`config.mk`:
```
export PLATFORM = sky130hd
export DESIGN_NAME = keypad_scanner_flat
export DESIGN_NICKNAME = d
export VERILOG_FILES = /design/src/rtl/keypad_scanner_if.sv /design/src/rtl/keypad_scanner.sv /design/src/flat_wrapper.sv
export SDC_FILE = /design/constraint.sdc
export NUM_CORES = 1
export LEC_CHECK = 0
export ABC_AREA = 1
export BUFFER_PORTS_ARGS = -buffer_cell sky130_fd_sc_hd__buf_2
export CORE_MARGIN = 2
export CORE_UTILIZATION = 48
export CTS_CLUSTER_DIAMETER = 40
export DETAILED_ROUTE_END_ITERATION = 7
export GPL_ROUTABILITY_DRIVEN = 0
export GPL_TIMING_DRIVEN = 1
export PLACE_DENSITY = 0.77
export SKIP_LAST_GASP = 1
export SLEW_MARGIN = 20
export SYNTH_ARGS = -nofsm -noshare
export SYNTH_HDL_FRONTEND = slang
export SYNTH_SLANG_ARGS = --single-unit
export TNS_END_PERCENT = 20
```
`constraint.sdc`:
```
create_clock -name clk -period 1.45 [get_ports clk]
set_input_delay 0.0725 -clock clk [delete_from_list [all_inputs] [get_ports clk]]
set_output_delay 0.0725 -clock clk [all_outputs]
set_load 0.02 [all_outputs]
```
`src/rtl/keypad_scanner_if.sv`:
```
// Key-event channel between the keypad scanner and its consumer.
//
// Signals:
//   key_valid  scanner -> consumer  a key event is being offered
//   key_ready  consumer -> scanner  consumer accepts the offered event
//   key_row    scanner -> consumer  row index of the key
//   key_col    scanner -> consumer  column index of the key
//
// Modports: master (scanner side), slave (consumer side).
`timescale 1ns/1ps

interface keypad_scanner_if #(
    parameter int ROWS = 4,
    parameter int COLS = 4
);
    localparam int RW = (ROWS > 1) ? $clog2(ROWS) : 1;
    localparam int CW = (COLS > 1) ? $clog2(COLS) : 1;

    logic          key_valid;
    logic          key_ready;
    logic [RW-1:0] key_row;
    logic [CW-1:0] key_col;

    modport master (
        output key_valid,
        output key_row,
        output key_col,
        input  key_ready
    );

    modport slave (
        input  key_valid,
        input  key_row,
        input  key_col,
        output key_ready
    );
endinterface

```
`src/rtl/keypad_scanner.sv`:
```
// Matrix keypad scanner with debounce and a valid/ready key-event output.
//
// Columns are driven active-low one at a time; each column is held for
// SCAN_DIV clocks and the synchronized row lines are sampled on the last
// clock of that dwell. A single active row must be seen on DEBOUNCE
// consecutive samples before a key event is emitted, and DEBOUNCE
// consecutive empty samples are needed before scanning moves on.
//
// Ports:
//   clk        rising-edge clock
//   nRst       asynchronous active-low reset
//   enable     scan enable; low forces the idle state
//   read_row   raw row lines, active-high, asynchronous to clk
//   scan_col   column drive, active-low, one-cold while scanning
//   key_if     key event channel (master): key_valid/key_ready/key_row/key_col
//   multi_err  one-cycle pulse: more than one row active in a sample
//   overflow   one-cycle pulse: qualified key dropped (previous not taken)
`timescale 1ns/1ps

module keypad_scanner #(
    parameter int ROWS     = 4,
    parameter int COLS     = 4,
    parameter int SCAN_DIV = 16,
    parameter int DEBOUNCE = 4
) (
    input  logic              clk,
    input  logic              nRst,
    input  logic              enable,
    input  logic [ROWS-1:0]   read_row,
    output logic [COLS-1:0]   scan_col,
    keypad_scanner_if.master  key_if,
    output logic              multi_err,
    output logic              overflow
);

    localparam int RW = (ROWS > 1) ? $clog2(ROWS) : 1;
    localparam int CW = (COLS > 1) ? $clog2(COLS) : 1;
    localparam int DW = $clog2(SCAN_DIV);
    localparam int NW = $clog2(DEBOUNCE + 1);

    localparam logic [DW-1:0] DWELL_LAST = DW'(SCAN_DIV - 1);
    localparam logic [CW-1:0] COL_LAST   = CW'(COLS - 1);
    localparam logic [NW-1:0] CNT_DONE   = NW'(DEBOUNCE);

    typedef enum logic [1:0] {
        ST_IDLE,
        ST_SCAN,
        ST_DEBOUNCE,
        ST_HELD
    } state_t;

    state_t          state, state_n;
    logic [ROWS-1:0] row_meta, row_sync;
    logic [DW-1:0]   dwell, dwell_n;
    logic [CW-1:0]   col, col_n, col_adv;
    logic [NW-1:0]   cnt, cnt_n, cnt_inc;
    logic [RW-1:0]   cap_row, cap_row_n;
    logic [RW-1:0]   row_idx;
    logic [COLS-1:0] scan_col_n;
    logic            rows_zero, rows_one;
    logic            sample;
    logic            emit;
    logic            multi_n;

    // Two-flop synchronizer for the asynchronous row lines.
    always_ff @(posedge clk or negedge nRst) begin
        if (!nRst) begin
            row_meta <= '0;
            row_sync <= '0;
        end else begin
            row_meta <= read_row;
            row_sync <= row_meta;
        end
    end

    // Classify the synchronized rows: none, exactly one (with its index), or several.
    always_comb begin
        rows_zero = (row_sync == '0);
        rows_one  = !rows_zero && ((row_sync & (row_sync - ROWS'(1))) == '0);
        row_idx   = '0;
        for (int unsigned i = 0; i < ROWS; i++) begin
            if (row_sync[i]) begin
                row_idx = RW'(i);
            end
        end
    end

    assign sample  = (state != ST_IDLE) && (dwell == DWELL_LAST);
    assign col_adv = (col == COL_LAST) ? '0 : col + CW'(1);
    assign cnt_inc = cnt + NW'(1);

    always_ff @(posedge clk or negedge nRst) begin
        if (!nRst) begin
            state    <= ST_IDLE;
            dwell    <= '0;
            col      <= '0;
            cnt      <= '0;
            cap_row  <= '0;
            scan_col <= '1;
        end else begin
            state    <= state_n;
            dwell    <= dwell_n;
            col      <= col_n;
            cnt      <= cnt_n;
            cap_row  <= cap_row_n;
            scan_col <= scan_col_n;
        end
    end

    // cnt is the press-match count in ST_DEBOUNCE and the release count in ST_HELD.
    always_comb begin
        state_n   = state;
        dwell_n   = sample ? '0 : dwell + DW'(1);
        col_n     = col;
        cnt_n     = cnt;
        cap_row_n = cap_row;
        emit      = 1'b0;
        multi_n   = 1'b0;

        unique case (state)
            ST_IDLE: begin
                dwell_n = '0;
                col_n   = '0;
                cnt_n   = '0;
                if (enable) begin
                    state_n = ST_SCAN;
                end
            end

            ST_SCAN: begin
                if (sample) begin
                    multi_n = !rows_zero && !rows_one;
                    if (rows_one) begin
                        cap_row_n = row_idx;
                        if (DEBOUNCE == 1) begin
                            emit    = 1'b1;
                            state_n = ST_HELD;
                            cnt_n   = '0;
                        end else begin
                            state_n = ST_DEBOUNCE;
                            cnt_n   = NW'(1);
                        end
                    end else begin
                        col_n = col_adv;
                    end
                end
            end

            ST_DEBOUNCE: begin
                if (sample) begin
                    multi_n = !rows_zero && !rows_one;
                    if (rows_one && (row_idx == cap_row)) begin
                        if (cnt_inc == CNT_DONE) begin
                            emit    = 1'b1;
                            state_n = ST_HELD;
                            cnt_n   = '0;
                        end else begin
                            cnt_n = cnt_inc;
                        end
                    end else begin
                        state_n = ST_SCAN;
                        col_n   = col_adv;
                        cnt_n   = '0;
                    end
                end
            end

            ST_HELD: begin
                if (sample) begin
                    multi_n = !rows_zero && !rows_one;
                    if (rows_zero) begin
                        if (cnt_inc == CNT_DONE) begin
                            state_n = ST_SCAN;
                            col_n   = col_adv;
                            cnt_n   = '0;
                        end else begin
                            cnt_n = cnt_inc;
                        end
                    end else begin
                        cnt_n = '0;
                    end
                end
            end

            default: state_n = ST_IDLE;
        endcase

        // Disable wins over everything and discards scan/debounce progress.
        if (!enable) begin
            state_n = ST_IDLE;
            dwell_n = '0;
            col_n   = '0;
            cnt_n   = '0;
            emit    = 1'b0;
            multi_n = 1'b0;
        end
    end

    // Column drive is registered from the next column so it only moves at edges.
    always_comb begin
        scan_col_n = '1;
        if (state_n != ST_IDLE) begin
            for (int unsigned i = 0; i < COLS; i++) begin
                if (col_n == CW'(i)) begin
                    scan_col_n[i] = 1'b0;
                end
            end
        end
    end

    // Key event holding register. An emit is accepted when the slot is empty
    // or being drained this cycle; otherwise it is dropped and flagged.
    always_ff @(posedge clk or negedge nRst) begin
        if (!nRst) begin
            key_if.key_valid <= 1'b0;
            key_if.key_row   <= '0;
            key_if.key_col   <= '0;
            multi_err        <= 1'b0;
            overflow         <= 1'b0;
        end else begin
            multi_err <= multi_n;
            overflow  <= emit && key_if.key_valid && !key_if.key_ready;
            if (emit && (!key_if.key_valid || key_if.key_ready)) begin
                key_if.key_valid <= 1'b1;
                key_if.key_row   <= cap_row_n;
                key_if.key_col   <= col;
            end else if (key_if.key_ready) begin
                key_if.key_valid <= 1'b0;
            end
        end
    end

endmodule

```
`src/flat_wrapper.sv`:
```
// flat-port wrapper written by rule: the top's interface ports become plain ports
module keypad_scanner_flat 
#(
    parameter int ROWS     = 4,
    parameter int COLS     = 4,
    parameter int SCAN_DIV = 16,
    parameter int DEBOUNCE = 4
)
  (clk, nRst, enable, read_row, scan_col, multi_err, overflow, key_if_key_valid, key_if_key_row, key_if_key_col, key_if_key_ready);
  keypad_scanner_if #(.ROWS(ROWS), .COLS(COLS)) key_if_i ();
  input  logic clk;
  input  logic nRst;
  input  logic enable;
  input  logic [ROWS-1:0] read_row;
  output logic [COLS-1:0] scan_col;
  output logic multi_err;
  output logic overflow;
  output wire logic [$bits(key_if_i.key_valid)-1:0] key_if_key_valid;
  output wire logic [$bits(key_if_i.key_row)-1:0] key_if_key_row;
  output wire logic [$bits(key_if_i.key_col)-1:0] key_if_key_col;
  input wire logic [$bits(key_if_i.key_ready)-1:0] key_if_key_ready;
  assign key_if_key_valid = key_if_i.key_valid;
  assign key_if_key_row = key_if_i.key_row;
  assign key_if_key_col = key_if_i.key_col;
  assign key_if_i.key_ready = key_if_key_ready;
  keypad_scanner #(.ROWS(ROWS), .COLS(COLS), .SCAN_DIV(SCAN_DIV), .DEBOUNCE(DEBOUNCE)) u_core (.clk(clk), .nRst(nRst), .enable(enable), .read_row(read_row), .scan_col(scan_col), .key_if(key_if_i), .multi_err(multi_err), .overflow(overflow));
endmodule
```
==> impl_results.md <==
* Final WS setup at -100 ps
* Failing checks: negative setup slack
* Multi-input logic area at 697 um2
* Crit path top cell by count: nand2_1
* Status: finished, violations left
* Synth top area cells: dfrtp_1 45%, nand2_1 10%, dfstp_2 6.7%
* Asr flop ratio synth at 100%
* FP Rows at 20
* Hold Path Depth at 4
* Final Util at 67.2%
* Fin. Hold Viols at 0
* Syn Nets at 196
* DIE WIDTH at 61.0 um
* Worst-path cell chain: buf_4 > o21bai_1 > nand2_1 > nor2_4 > nand2_4 > nand2_2 > nand2_1 > nand3_1 > nand2_2 > nor2_1 > nand2_1
* Starting Density at 50.6%
* Leak at 1.06 nW
* Top post-synthesis cells by count: 43 x nand2_1, 28 x dfrtp_1, 27 x inv_1
* DR DRC count at 0
* Post-synthesis sequential area ratio at 51.7%
* CTS H-tree depth at 2
* Die Y at 61.0 um
* Final wirelength at 3060 um
* Max VDD drop at 0.621 mV
* Drt initial violations at 71
* R2r endpoint: u_core.scan_col[0]
* Placed cell areas at 1810 um2
* Clock Skews at 7.94 ps
* Share of layout cells above drive strength 1 at 31.8%
* Most frequent cell after synthesis: nand2_1
* Max Cap Viol at 0
* Avg Vias per Cell at 4.79
* CP Class: register to register
* Vias in the first global route at 1254
* Reg2reg path depth at 11
* GRT Total Usage at 19.2%
* Synth Register Bits at 32
* Synth warnings at 0
* Core ar. at 3080 um2
* Worst Max-Slew Pin Slew at 668 ps
* Post-synth cell types at 24
* ANT nets after route at 0
* Clock Latency Late Sink at 330 ps
* Mean Syn Cell Area at 8.47 um2
* Synth area leader: dfrtp_1
* CP required at 1720 ps
* DR vias at 1356
* Tcrit/Tclk final at 107%
* EDFF count, synth at 0
* # IOs at 19
* Die area at 3720 um2
* WL/cell at 10.8 um
* Clk root buf: clkbuf_4
* Ys flop type: dfrtp_1
* Final nets at 250
* Fmax achieved at 645 MHz
* DP HPWL at 2150 um
* Final TNS setup at -954 ps
* CTS tree: built
* R2r startpoint: u_core.row_sync[3]
* TritonCTS Buffers at 5
* Pwr Density at 827 nW/um2
* Crit path capture type: register
* Dpl cells at 260
* Global-route wire length before repair at 5120 um
* Worst R2R Setup Slack at -100 ps
* Setup slack at placement at -117 ps
* Largest net degree at the start of global routing at 33
* Met3 Use GR at 6.18%
* Count of final max-slew check failures at 0
* I/O Buffers at 18
* RSZ-0062 raised after global routing: yes
* Residual overflow from global routing at 0
* Register area at 807 um2
* Final instance area at 2070 um2
* Met1 global-route usage at 22.6%
* Final Non-Filler Cells at 283
* Post-Syn Area at 1560 um2
* Share of the synthesized area in the top cell type at 45.0%
* Worst path max stage delay at 440 ps
* Initial antenna violation count at 0
* Clock slew at reported path FFs at 100 ps
* Max-slew headroom at 55.5%
* Routing usage on met2 at 31.3%
* WHS at 30.1 ps
* Hold endpoint: u_core.overflow
* # diodes at 0
* Final setup viols at 15
* Worst Hold Class: input pin to register
* Total clock sinks at 32
* Max Fanout on Critical Path at 9
* Pwr Total at 1.71 mW
* Arrival time of the worst setup path at 1820 ps
* Grt peak-use layer: met2
* Post-route minimum period at 1550 ps
* Clock Tree Buf Depth at 2
* Hold path startpoint: key_if_key_ready
* Area growth syn-to-layout at 32.9%
* TritonRoute pass-1 iters at 4
* Synthesized instance count at 184
* CP startpoint kind: register
* # fillers at 251
* Slowest cell on the critical path: dfrtp_2
==> power breakdown <==
group / leakage (nW) / total (mW) / internal [mW] / switching (mW)
clock: 0.0422 / 0.651 / 0.361 / 0.290
combinational: 0.605 / 0.135 / 0.0572 / 0.0777
sequential: 0.409 / 0.926 / 0.913 / 0.0134
total: 1.06 / 1.71 / 1.33 / 0.381
==> kinds of logic (layout without fill, tap and decap cells) <==
logic type | after synthesis | count (layout) | synth area share [%]
AND/OR/NAND/NOR | 99 | 99 | 30.3
AO/OA/AOI/OAI | 20 | 20 | 6.99
flip-flops | 32 | 32 | 51.7
buffers and inverters | 28 | 83 | 7.23
XOR/XNOR | 1 | 1 | 0.562
adder cells (fa/ha/maj) | 4 | 4 | 3.21
==> final cells by class <==
type	instances	area share [%]
tap	44	2.66
inverter	27	4.90
clock inverter	2	1.69
multi-input combinational	124	33.7
timing repair buffer	48	16.1
clock buffer	6	2.00
sequential	32	39.0
==> registers in the layout (all words and copies together) (netlist names) <==
name	count
u_core.cap_row	2
u_core.cnt	3
u_core.col	2
u_core.dwell	4
u_core.key_if.key_col	2
u_core.key_if.key_row	2
u_core.key_if.key_valid	1
u_core.multi_err	1
u_core.overflow	1
u_core.row_meta	4
u_core.row_sync	4
u_core.scan_col	4
u_core.state	2
==> per-layer routing <==
layer | vias up | part of all wire [%]
li1 | 688 | -
met1 | 618 | 44
met2 | 40 | 47
met3 | 10 | 6.5
met4 | 0 | 2.4
met5 | - | 0
==> worst max-delay path by stage <==
stage | endpoint | depth (start not counted) | start
after detailed placement | u_core.scan_col[1] | 10 | u_core.dwell[0]
after CTS | u_core.key_if.key_row[1] | 10 | u_core.row_sync[2]
after global routing | u_core.key_if.key_row[0] | 9 | u_core.dwell[0]
final | u_core.scan_col[0] | 11 | u_core.row_sync[3]
after global placement | u_core.scan_col[1] | 11 | u_core.cnt[0]
after floorplan | u_core.col[1] | 11 | u_core.dwell[0]
==> worst max-delay path: cells and delay by family, from the launching register on <==
kind	cells	cell delay [ps]
flip-flops	1	440
AO/OA/AOI/OAI	1	130
buffers and inverters	1	140
AND/OR/NAND/NOR	9	780
==> cells in the final DEF, fill, tap and decap left out, types with 6 or more instances in the layout <==
| master | instances |
|---|---|
| nand2_1 | 40 |
| inv_1 | 27 |
| dfrtp_1 | 27 |
| buf_4 | 23 |
| nand3_1 | 20 |
| buf_2 | 18 |
| nor2_1 | 14 |
| o21ai_0 | 8 |
| nand2_2 | 7 |
| dlygate4sd3_1 | 7 |
| nor2_4 | 6 |
==> what timing repair did <==
item	4_1_cts	5_1_grt
setup buffers	5	3
pin swaps	6	4
setup endpoints to repair	16	19
hold endpoints to repair	34	0
gates resized for setup	10	5
hold buffers	7	0
(Power assumes the default switching activity.)
